--- src/rtl/pcileech_cfgspace_arbiter.sv ---
// pcileech_cfgspace_arbiter
// Three-way arbiter in front of the config-space BRAM wrapper.
// Requesters: PCIe cfg TLP, USB shadow access, internal logic.
// Base priority TLP > USB > INT. Losers are held by their source.
// A read of the address written by the previous grant is held off one cycle.
// Optional build macro CFGSPACE_ARB_STARVE_GUARD_EN: once starve_cnt reaches
// STARVE_MAX, USB then INT win over TLP for one grant.
//
// state   | meaning
// IDLE    | no grant last cycle
// GNT_RD  | last cycle granted a read
// GNT_WR  | last cycle granted a write (bram_addr holds its address)
// STALL   | last cycle was a hazard bubble, no grant issued
module pcileech_cfgspace_arbiter #(
  parameter int STARVE_MAX = 15
) (
  input  logic        clk_pcie,
  input  logic        rst,
  input  logic        tlp_valid,
  input  logic        tlp_wr,
  input  logic [9:0]  tlp_addr,
  input  logic [3:0]  tlp_be,
  input  logic [31:0] tlp_data,
  input  logic [7:0]  tlp_tag,
  input  logic [15:0] tlp_reqid,
  output logic        tlp_ready,
  input  logic        usb_valid,
  input  logic        usb_wr,
  input  logic [9:0]  usb_addr,
  input  logic        usb_addr_lo,
  input  logic [3:0]  usb_be,
  input  logic [31:0] usb_data,
  output logic        usb_ready,
  input  logic        int_valid,
  input  logic        int_wr,
  input  logic [9:0]  int_addr,
  input  logic [3:0]  int_be,
  input  logic [31:0] int_data,
  output logic        int_ready,
  output logic [9:0]  bram_addr,
  output logic [3:0]  bram_wr_be,
  output logic [31:0] bram_wr_data,
  output logic [7:0]  bram_tag,
  output logic [15:0] bram_reqid,
  output logic [1:0]  bram_tp,
  output logic        bram_tlpwr,
  output logic [3:0]  starve_cnt
);

  typedef enum logic [1:0] {
    IDLE   = 2'd0,
    GNT_RD = 2'd1,
    GNT_WR = 2'd2,
    STALL  = 2'd3
  } state_t;

  localparam logic [3:0] STARVE_TOP = 4'(STARVE_MAX);

  state_t state, state_nxt;

  logic tlp_hz, usb_hz, int_hz;
  logic tlp_ok, usb_ok, int_ok;
  logic gnt_tlp, gnt_usb, gnt_int;
  logic gnt_any, gnt_is_wr, hz_block;

  logic [9:0]  addr_nxt;
  logic [3:0]  be_nxt;
  logic [31:0] data_nxt;
  logic [7:0]  tag_nxt;
  logic [15:0] reqid_nxt;
  logic [1:0]  tp_nxt;
  logic        tlpwr_nxt;

  // Read-after-write hazard detect, grant selection and next-state.
  // Registered bram_addr doubles as the last write address in GNT_WR.
  always_comb begin
    tlp_hz    = (state == GNT_WR) && !tlp_wr && (tlp_addr == bram_addr);
    usb_hz    = (state == GNT_WR) && !usb_wr && (usb_addr == bram_addr);
    int_hz    = (state == GNT_WR) && !int_wr && (int_addr == bram_addr);
    tlp_ok    = tlp_valid && !tlp_hz;
    usb_ok    = usb_valid && !usb_hz;
    int_ok    = int_valid && !int_hz;
    gnt_tlp   = 1'b0;
    gnt_usb   = 1'b0;
    gnt_int   = 1'b0;
`ifdef CFGSPACE_ARB_STARVE_GUARD_EN
    if (starve_cnt == STARVE_TOP && (usb_ok || int_ok)) begin
      gnt_usb = usb_ok;
      gnt_int = !usb_ok && int_ok;
    end else begin
      gnt_tlp = tlp_ok;
      gnt_usb = !tlp_ok && usb_ok;
      gnt_int = !tlp_ok && !usb_ok && int_ok;
    end
`else
    gnt_tlp = tlp_ok;
    gnt_usb = !tlp_ok && usb_ok;
    gnt_int = !tlp_ok && !usb_ok && int_ok;
`endif
    gnt_any   = gnt_tlp || gnt_usb || gnt_int;
    gnt_is_wr = (gnt_tlp && tlp_wr) || (gnt_usb && usb_wr) || (gnt_int && int_wr);
    hz_block  = (tlp_valid && tlp_hz) || (usb_valid && usb_hz) || (int_valid && int_hz);
    if (gnt_any)
      state_nxt = gnt_is_wr ? GNT_WR : GNT_RD;
    else if (hz_block)
      state_nxt = STALL;
    else
      state_nxt = IDLE;
  end

  // Ready outputs: the grant itself, forced low while reset is asserted.
  always_comb begin
    tlp_ready = gnt_tlp && !rst;
    usb_ready = gnt_usb && !rst;
    int_ready = gnt_int && !rst;
  end

  // BRAM request mux for the winning requester; all zero when idle.
  always_comb begin
    addr_nxt  = '0;
    be_nxt    = '0;
    data_nxt  = '0;
    tag_nxt   = '0;
    reqid_nxt = '0;
    tp_nxt    = 2'b00;
    tlpwr_nxt = 1'b0;
    if (gnt_tlp) begin
      addr_nxt  = tlp_addr;
      be_nxt    = tlp_wr ? tlp_be : 4'h0;
      data_nxt  = tlp_data;
      tag_nxt   = tlp_tag;
      reqid_nxt = tlp_reqid;
      tp_nxt    = 2'b01;
      tlpwr_nxt = tlp_wr;
    end else if (gnt_usb) begin
      addr_nxt  = usb_addr;
      be_nxt    = usb_wr ? usb_be : 4'h0;
      data_nxt  = usb_data;
      tag_nxt   = {7'h0, usb_addr_lo};
      tp_nxt    = usb_wr ? 2'b00 : 2'b10;
    end else if (gnt_int) begin
      addr_nxt  = int_addr;
      be_nxt    = int_wr ? int_be : 4'h0;
      data_nxt  = int_data;
    end
  end

  // State register.
  always_ff @(posedge clk_pcie or posedge rst) begin
    if (rst) state <= IDLE;
    else     state <= state_nxt;
  end

  // Registered BRAM request, valid for exactly the cycle after the grant.
  always_ff @(posedge clk_pcie or posedge rst) begin
    if (rst) begin
      bram_addr    <= '0;
      bram_wr_be   <= '0;
      bram_wr_data <= '0;
      bram_tag     <= '0;
      bram_reqid   <= '0;
      bram_tp      <= 2'b00;
      bram_tlpwr   <= 1'b0;
    end else begin
      bram_addr    <= addr_nxt;
      bram_wr_be   <= be_nxt;
      bram_wr_data <= data_nxt;
      bram_tag     <= tag_nxt;
      bram_reqid   <= reqid_nxt;
      bram_tp      <= tp_nxt;
      bram_tlpwr   <= tlpwr_nxt;
    end
  end

  // Consecutive TLP grants while another requester is waiting, saturating.
  always_ff @(posedge clk_pcie or posedge rst) begin
    if (rst)
      starve_cnt <= '0;
    else if (gnt_usb || gnt_int || !(usb_valid || int_valid))
      starve_cnt <= '0;
    else if (gnt_tlp && starve_cnt != STARVE_TOP)
      starve_cnt <= starve_cnt + 4'd1;
  end

endmodule
--- config.mk ---
export PLATFORM = sky130hd
export DESIGN_NAME = pcileech_cfgspace_arbiter
export DESIGN_NICKNAME = d
export VERILOG_FILES = /design/src/rtl/pcileech_cfgspace_arbiter.sv
export SDC_FILE = /design/constraint.sdc
export NUM_CORES = 1
export LEC_CHECK = 0
export ABC_CLOCK_PERIOD_IN_PS = 4970
export CORE_ASPECT_RATIO = 1.4
export CORE_MARGIN = 3
export CORE_UTILIZATION = 39
export DETAILED_ROUTE_END_ITERATION = 10
export GPL_TIMING_DRIVEN = 0
export PLACE_DENSITY = 0.86
export RECOVER_POWER = 25
export SLEW_MARGIN = 40
export SYNTH_ARGS = -nofsm -noshare
export SYNTH_HDL_FRONTEND = slang
export SYNTH_SLANG_ARGS = --single-unit
--- constraint.sdc ---
create_clock -name clk_pcie -period 4.97 [get_ports clk_pcie]
set_input_delay 0.7455 -clock clk_pcie [delete_from_list [all_inputs] [get_ports clk_pcie]]
set_output_delay 0.7455 -clock clk_pcie [all_outputs]
set_load 0.01 [all_outputs]
==> results.json, run 1 <==
{
  "worstSkewPairLatency_ns": 0.33,
  "worst_pin_slew_ns": 1.05,
  "cts-resized-gates": 0,
  "min_path_type": "flip-flop to flip-flop",
  "synth.avg_cell_area_um2": 9.72,
  "h-tree-depth": 3,
  "detail_route.iter0.violations": 189,
  "final.setup_skew_ns": 0.00486,
  "grt_pass1_wl_um": 21600,
  "powerDensity_nw_per_um2": 271,
  "synth-edff-count": 0,
  "viasPerCell": 5.13,
  "drtAntennaViolNets": 0,
  "async_reset_ff_frac": 1.00,
  "path_clk_slew_ns": 0.06,
  "tritoncts": "done",
  "dr_wl_met2_um": 7920,
  "most-common-layout-cells": "clkdlybuf4s50_1, a21oi_1, dfrtp_1",
  "rsz0062_at_grt": "no",
  "antennaDiodeCount": 0,
  "synth_cell_types": 35,
  "setup_tns_ns": 0,
  "synth_area_um2": 3810,
  "ys_ff_latch": 79,
  "top_layer_used": "met4",
  "drive_gt1_frac": 0.0698,
  "drtPass1Iterations": 5,
  "p_total_w": 0.00185,
  "finalHoldViolCount": 0,
  "post-route-period-util": 0.857,
  "cts_max_path_buffers": 2,
  "dr_wl_met3_um": 1000,
  "hold_buffers": 0,
  "cts_root_buffer": "clkbuf_16",
  "start_util": 0.401,
  "arrival_ns": 3.51,
  "cts-buffers-inserted": 9,
  "layout_commonest_cell": "clkdlybuf4s50_1",
  "io_pins": 251,
  "core-area_um2": 9510,
  "critPathRequiredTime_ns": 4.22,
  "place.detailed.hpwl_um": 11200,
  "die_h_um": 123,
  "outcome": "complete, no violations",
  "cts_sinks": 79,
  "grt_overflow_total": 0,
  "wire_per_inst_um": 18.2,
  "first_global_vias": 4253,
  "leakage_nw": 2.72,
  "cts_setup_buffers": 0,
  "slew_viol_final": 0,
  "synth_fp_nets": 564,
  "met1Wirelength_um": 5060,
  "place.gp.congestion": 0.855,
  "yosysWarnings": 0,
  "drcViolationCount": 0,
  "dr_total_vias": 4056,
  "startpoint_type": "input pin",
  "clock.fmax_mhz": 235,
  "nNetsFinal": 826,
  "syn_inst": 392,
  "area_growth_pct": 79.0,
  "port_buffers": 250,
  "die_w_um": 89.5,
  "wirelength_um": 14400,
  "fillers": 726,
  "antenna_found_initial": 0,
  "setup_viol": 0,
  "seq_area_frac_synth": 0.519,
  "final.min_clock_period_ns": 4.26,
  "synthFlopType": "dfrtp_1",
  "crit_type": "input pin to output port",
  "grt_max_degree": 60,
  "maxCapViolCount": 0,
  "crit_fanout": 10,
  "maxSlewHeadroom": 0.295,
  "track_usage": 0.256,
  "cp-end-kind": "output port",
  "peakVddDrop_mv": 0.195,
  "fp.dieArea_um2": 11000,
  "num_rows": 42
}
## power by group
group / internal (W) / switching [W] / leakage (nW)
clock: 0.000402 / 0.000288 / 0.152
sequential: 0.000688 / 0.0000246 / 0.966
combinational: 0.000265 / 0.000177 / 1.60
## worst paths after layout
path	start	to	slack, ns	depth (start not counted)
setup / recovery	tlp_wr	int_ready	0.71	8
hold / removal	starve_cnt[3]$_DFFE_PP0P_	starve_cnt[3]$_DFFE_PP0P_	0.63	2
setup reg to reg	state[0]$_DFF_PP0_	bram_wr_data[28]$_DFF_PP0_	2.77	8
hold reg to reg	starve_cnt[3]$_DFFE_PP0P_	starve_cnt[3]$_DFFE_PP0P_	0.63	2
max in group asynchronous	rst	bram_wr_data[10]$_DFF_PP0_	3.02	3
min in group asynchronous	rst	bram_addr[5]$_DFF_PP0_	1.19	2
## cell families after synthesis
family | count (synthesis) | synth area share
AOI/OAI and AO/OA | 106 | 0.162
adders and majority gates | 1 | 0.00328
xor gates and xnor gates | 30 | 0.0689
DFF | 79 | 0.519
buffers and inverters | 32 | 0.0499
and+or+nand+nor | 144 | 0.198
## critical path, stage by stage
cell and delay, ns:
clkdlybuf4s50_1 0.49, nor3b_1 0.29, nand4_1 0.18, o31ai_4 0.45
inv_2 0.14, clkbuf_1 0.22, nor4_2 0.34, clkdlybuf4s50_1 0.64
## flip-flops by register name, summed over array words and instances, names as in the netlist
| name | cells |
|---|---|
| bram_wr_data | 32 |
| bram_wr_be | 4 |
| state | 2 |
| bram_reqid | 16 |
| bram_tlpwr | 1 |
| bram_addr | 10 |
| bram_tag | 8 |
| starve_cnt | 4 |
| bram_tp | 2 |
## cell usage after synthesis, types with 2 or more instances
cell | instances | area, µm²
a21oi_1 | 86 | 430
dfrtp_1 | 79 | 1980
nand3_1 | 47 | 235
nor2_1 | 45 | 169
xnor2_1 | 30 | 263
and2_1 | 23 | 144
clkbuf_1 | 10 | 37.5
buf_4 | 7 | 52.6
nand4_1 | 7 | 43.8
and3_1 | 5 | 31.3
buf_2 | 5 | 25.0
buf_6 | 5 | 56.3
a221o_1 | 4 | 40.0
nand2_1 | 4 | 15.0
nor3_2 | 4 | 40.0
a211oi_1 | 3 | 22.5
inv_1 | 3 | 11.3
nor3b_1 | 3 | 22.5
o21ai_0 | 3 | 15.0
nor4_2 | 2 | 25.0
o31a_1 | 2 | 17.5
or3_1 | 2 | 12.5
## metal layers
metal,up-vias,global-route usage
met5,-,0
met4,0,0.0940
met3,27,0.0587
met2,195,0.463
met1,1938,0.286
li1,1896,-
## area by class of cell
type / count / area (µm²) / share of cell area
plain buffers: 28 / 175 / 0.0257
clock buffers: 9 / 225 / 0.0330
clock inverters: 7 / 88.8 / 0.0130
inverters: 4 / 16.3 / 0.00238
multi-input cells: 281 / 1640 / 0.241
flip-flops and latches: 79 / 1980 / 0.290
well taps: 132 / 165 / 0.0242
repair buffers: 251 / 2530 / 0.371
## stage by stage
step	utilization	cells	hold WS (ns)	instance area, µm²	setup slack, ns
3_5_place_dp	0.685	775	0.620	6510	0.778
2_1_floorplan	-	392	0.613	3810	2.20
4_1_cts	0.718	791	0.633	6830	0.663
3_3_place_gp	0.681	774	0.584	6480	0.819
5_1_grt	0.717	791	0.689	6820	0.542
6_report	0.717	791	0.634	6820	0.713
Note: power is estimated with default switching activity, not from simulation.
==> run 2: changes to the inputs <==
--- a/config.mk
+++ b/config.mk
@@ -13,6 +13,7 @@
 export GPL_TIMING_DRIVEN = 0
 export PLACE_DENSITY = 0.86
 export RECOVER_POWER = 25
+export SETUP_SLACK_MARGIN = 0.02
 export SLEW_MARGIN = 40
 export SYNTH_ARGS = -nofsm -noshare
 export SYNTH_HDL_FRONTEND = slang
==> results of run 2 <==
Same layout as run 1: the final DEF is identical, and so are final timing and power.
==> run 3: changes to the inputs <==
--- a/config.mk
+++ b/config.mk
@@ -9,9 +9,10 @@
 export CORE_ASPECT_RATIO = 1.4
 export CORE_MARGIN = 3
 export CORE_UTILIZATION = 39
+export CTS_CLUSTER_SIZE = 20
 export DETAILED_ROUTE_END_ITERATION = 10
 export GPL_TIMING_DRIVEN = 0
-export PLACE_DENSITY = 0.86
+export PLACE_DENSITY = 0.89
 export RECOVER_POWER = 25
 export SETUP_SLACK_MARGIN = 0.02
 export SLEW_MARGIN = 40
==> run 3 against run 2 <==
Net effect:
- utilization decreased by 0.42 points
- sequential share of layout area increased by 0.17 points
- routed wire length decreased by 1.6%
- via count grew 1.7%
- power decreased by 4.9%
- global-route usage decreased by 0.40 points
- first-iteration DRC count fell by 23%
- critical path depth rose by 1
- highest routed layer unchanged
==> results.json, run 3 (synthesis results as in run 1) <==
{
  "final_cells": 791,
  "p_seq_frac": 0.407,
  "max_stage_delay_ns": 0.58,
  "post-route-period-util": 0.842,
  "cts_max_path_buffers": 2,
  "largest_reg_flops": 32,
  "cts_setup_buffers": 0,
  "nNetsFinal": 826,
  "p_int_w": 0.00129,
  "peakVddDrop_mv": 0.198,
  "crit_top_cell": "clkdlybuf4s50_1",
  "grt_pass1_wl_um": 21100,
  "reg2reg_slack_ns": 2.81,
  "cts_sinks": 79,
  "dp_cells": 775,
  "clock.fmax_mhz": 239,
  "combPwrFrac": 0.250,
  "leakage_nw": 2.69,
  "wirelength_um": 14100,
  "startpoint_type": "input pin",
  "p_clk_frac": 0.343,
  "grt_overflow_total": 0,
  "startpoint": "tlp_wr",
  "grt.met2_usage": 0.454,
  "setup_tns_ns": 0,
  "critical_path.n_buffers_inverters": 5,
  "cts-resized-gates": 0,
  "place.gp.congestion": 0.833,
  "first_global_vias": 4238,
  "final_cell_area_um2": 6780,
  "detail_route.iter0.violations": 145,
  "rsz0062_at_grt": "no",
  "core-area_um2": 9510,
  "critPathRequiredTime_ns": 4.22,
  "h-tree-depth": 3,
  "multi_input_area_um2": 1640,
  "antenna_found_initial": 0,
  "dr_total_vias": 4124,
  "slew_viol_final": 0,
  "cp-end-kind": "output port",
  "viasPerCell": 5.21,
  "grt_busiest_layer": "met2",
  "path_clk_slew_ns": 0.06,
  "crit_fanout": 10,
  "worst_pin_slew_ns": 1.14,
  "finalHoldViolCount": 0,
  "start_util": 0.401,
  "grt_max_degree": 57,
  "crit_type": "input pin to output port",
  "path_delay_family": "buffers and inverters",
  "drtPass1Iterations": 5,
  "path_cells": "clkdlybuf4s50_1 -> nor3b_1 -> nand4_1 -> o31ai_4 -> inv_2 -> buf_6 -> buf_2 -> nor3_2 -> clkdlybuf4s50_1",
  "hold_buffers": 0,
  "final.min_clock_period_ns": 4.18,
  "drive_gt1_frac": 0.0683,
  "wire_per_inst_um": 17.9,
  "met3_usage": 0.0427,
  "grt_use_met1": 0.295,
  "power_switching_w": 0.000462,
  "seq_area_um2": 1980,
  "outcome": "complete, no violations",
  "place_area_um2": 6510,
  "p_total_w": 0.00176,
  "endpoint": "usb_ready",
  "rr_endpoint": "bram_wr_data[27]$_DFF_PP0_",
  "port_buffers": 250,
  "setup_viol": 0,
  "cts-buffers-inserted": 9,
  "num_rows": 42,
  "maxCapViolCount": 0,
  "area_growth_pct": 77.9,
  "io_pins": 251,
  "die_w_um": 89.5,
  "maxSlewHeadroom": 0.235,
  "slowest_stage": "clkdlybuf4s50_1",
  "sw_frac_of_total": 0.263,
  "min_path_type": "flip-flop to flip-flop",
  "final.setup_skew_ns": 0.00926,
  "drtAntennaViolNets": 0,
  "layout_commonest_cell": "clkdlybuf4s50_1",
  "worst_r2r_path_depth": 7,
  "drcViolationCount": 0,
  "arrival_ns": 3.44,
  "tritoncts": "done",
  "track_usage": 0.252,
  "fp.dieArea_um2": 11000,
  "reg.largest.list": "bram_wr_data (32), bram_reqid (16), bram_addr (10)",
  "regMostFlops": "bram_wr_data",
  "powerDensity_nw_per_um2": 259,
  "reg2reg_from": "state[0]$_DFF_PP0_",
  "die_h_um": 123,
  "worstSkewPairLatency_ns": 0.33,
  "place.detailed.hpwl_um": 11000,
  "antennaDiodeCount": 0,
  "most-common-layout-cells": "clkdlybuf4s50_1, a21oi_1, dfrtp_1",
  "cts_root_buffer": "clkbuf_16",
  "fillers": 714,
  "cp.depth": 9
}
run 3: metal layers:
metal / part of all wire / vias up / wire length [µm]
li1: - / 1891 / -
met2: 0.54 / 220 / 7660
met5: 0 / - / 0
met4: 0.026 / 0 / 372
met1: 0.36 / 1984 / 5100
met3: 0.071 / 29 / 1000
run 3: power by group through the flow:
stage          sequential (W)  clock, W  combinational (W)
5_1_grt              0.000718  0.000647           0.000472
4_1_cts              0.000714  0.000619           0.000443
2_1_floorplan        0.000746         0           0.000137
3_3_place_gp         0.000723         0           0.000427
6_report             0.000714  0.000602           0.000439
3_5_place_dp         0.000725         0           0.000440
run 3: tightest hold or removal path: cells and delay by family (launching register included):
family | cells | cell delay, ns
compound gates | 2 | 0.17
flops | 1 | 0.41
run 3: cell type report:
class | instances | area share
flip-flops and latches | 79 | 0.292
inverters | 4 | 0.00240
well taps | 132 | 0.0244
multi-input cells | 281 | 0.242
clock buffers | 10 | 0.0338
repair buffers | 251 | 0.373
plain buffers | 28 | 0.0258
clock inverters | 6 | 0.00664
run 3: worst min path at each step:
stage | start | to | slack, ns | depth (start not counted)
finish | starve_cnt[1]$_DFFE_PP0P_ | starve_cnt[1]$_DFFE_PP0P_ | 0.63 | 2
global route | starve_cnt[1]$_DFFE_PP0P_ | starve_cnt[1]$_DFFE_PP0P_ | 0.67 | 2
CTS | starve_cnt[1]$_DFFE_PP0P_ | starve_cnt[1]$_DFFE_PP0P_ | 0.62 | 2
detailed placement | starve_cnt[1]$_DFFE_PP0P_ | starve_cnt[1]$_DFFE_PP0P_ | 0.61 | 2
global placement | starve_cnt[1]$_DFFE_PP0P_ | starve_cnt[1]$_DFFE_PP0P_ | 0.58 | 2
floorplan | starve_cnt[1]$_DFFE_PP0P_ | starve_cnt[1]$_DFFE_PP0P_ | 0.61 | 2
run 3: through the flow:
stage	worst slack (ns)	hold WS, ns	util
after floorplan	2.20	0.613	-
after global placement	0.804	0.582	0.681
after detailed placement	0.761	0.609	0.685
after CTS	0.741	0.620	0.713
after global routing	0.572	0.672	0.713
final	0.788	0.626	0.713
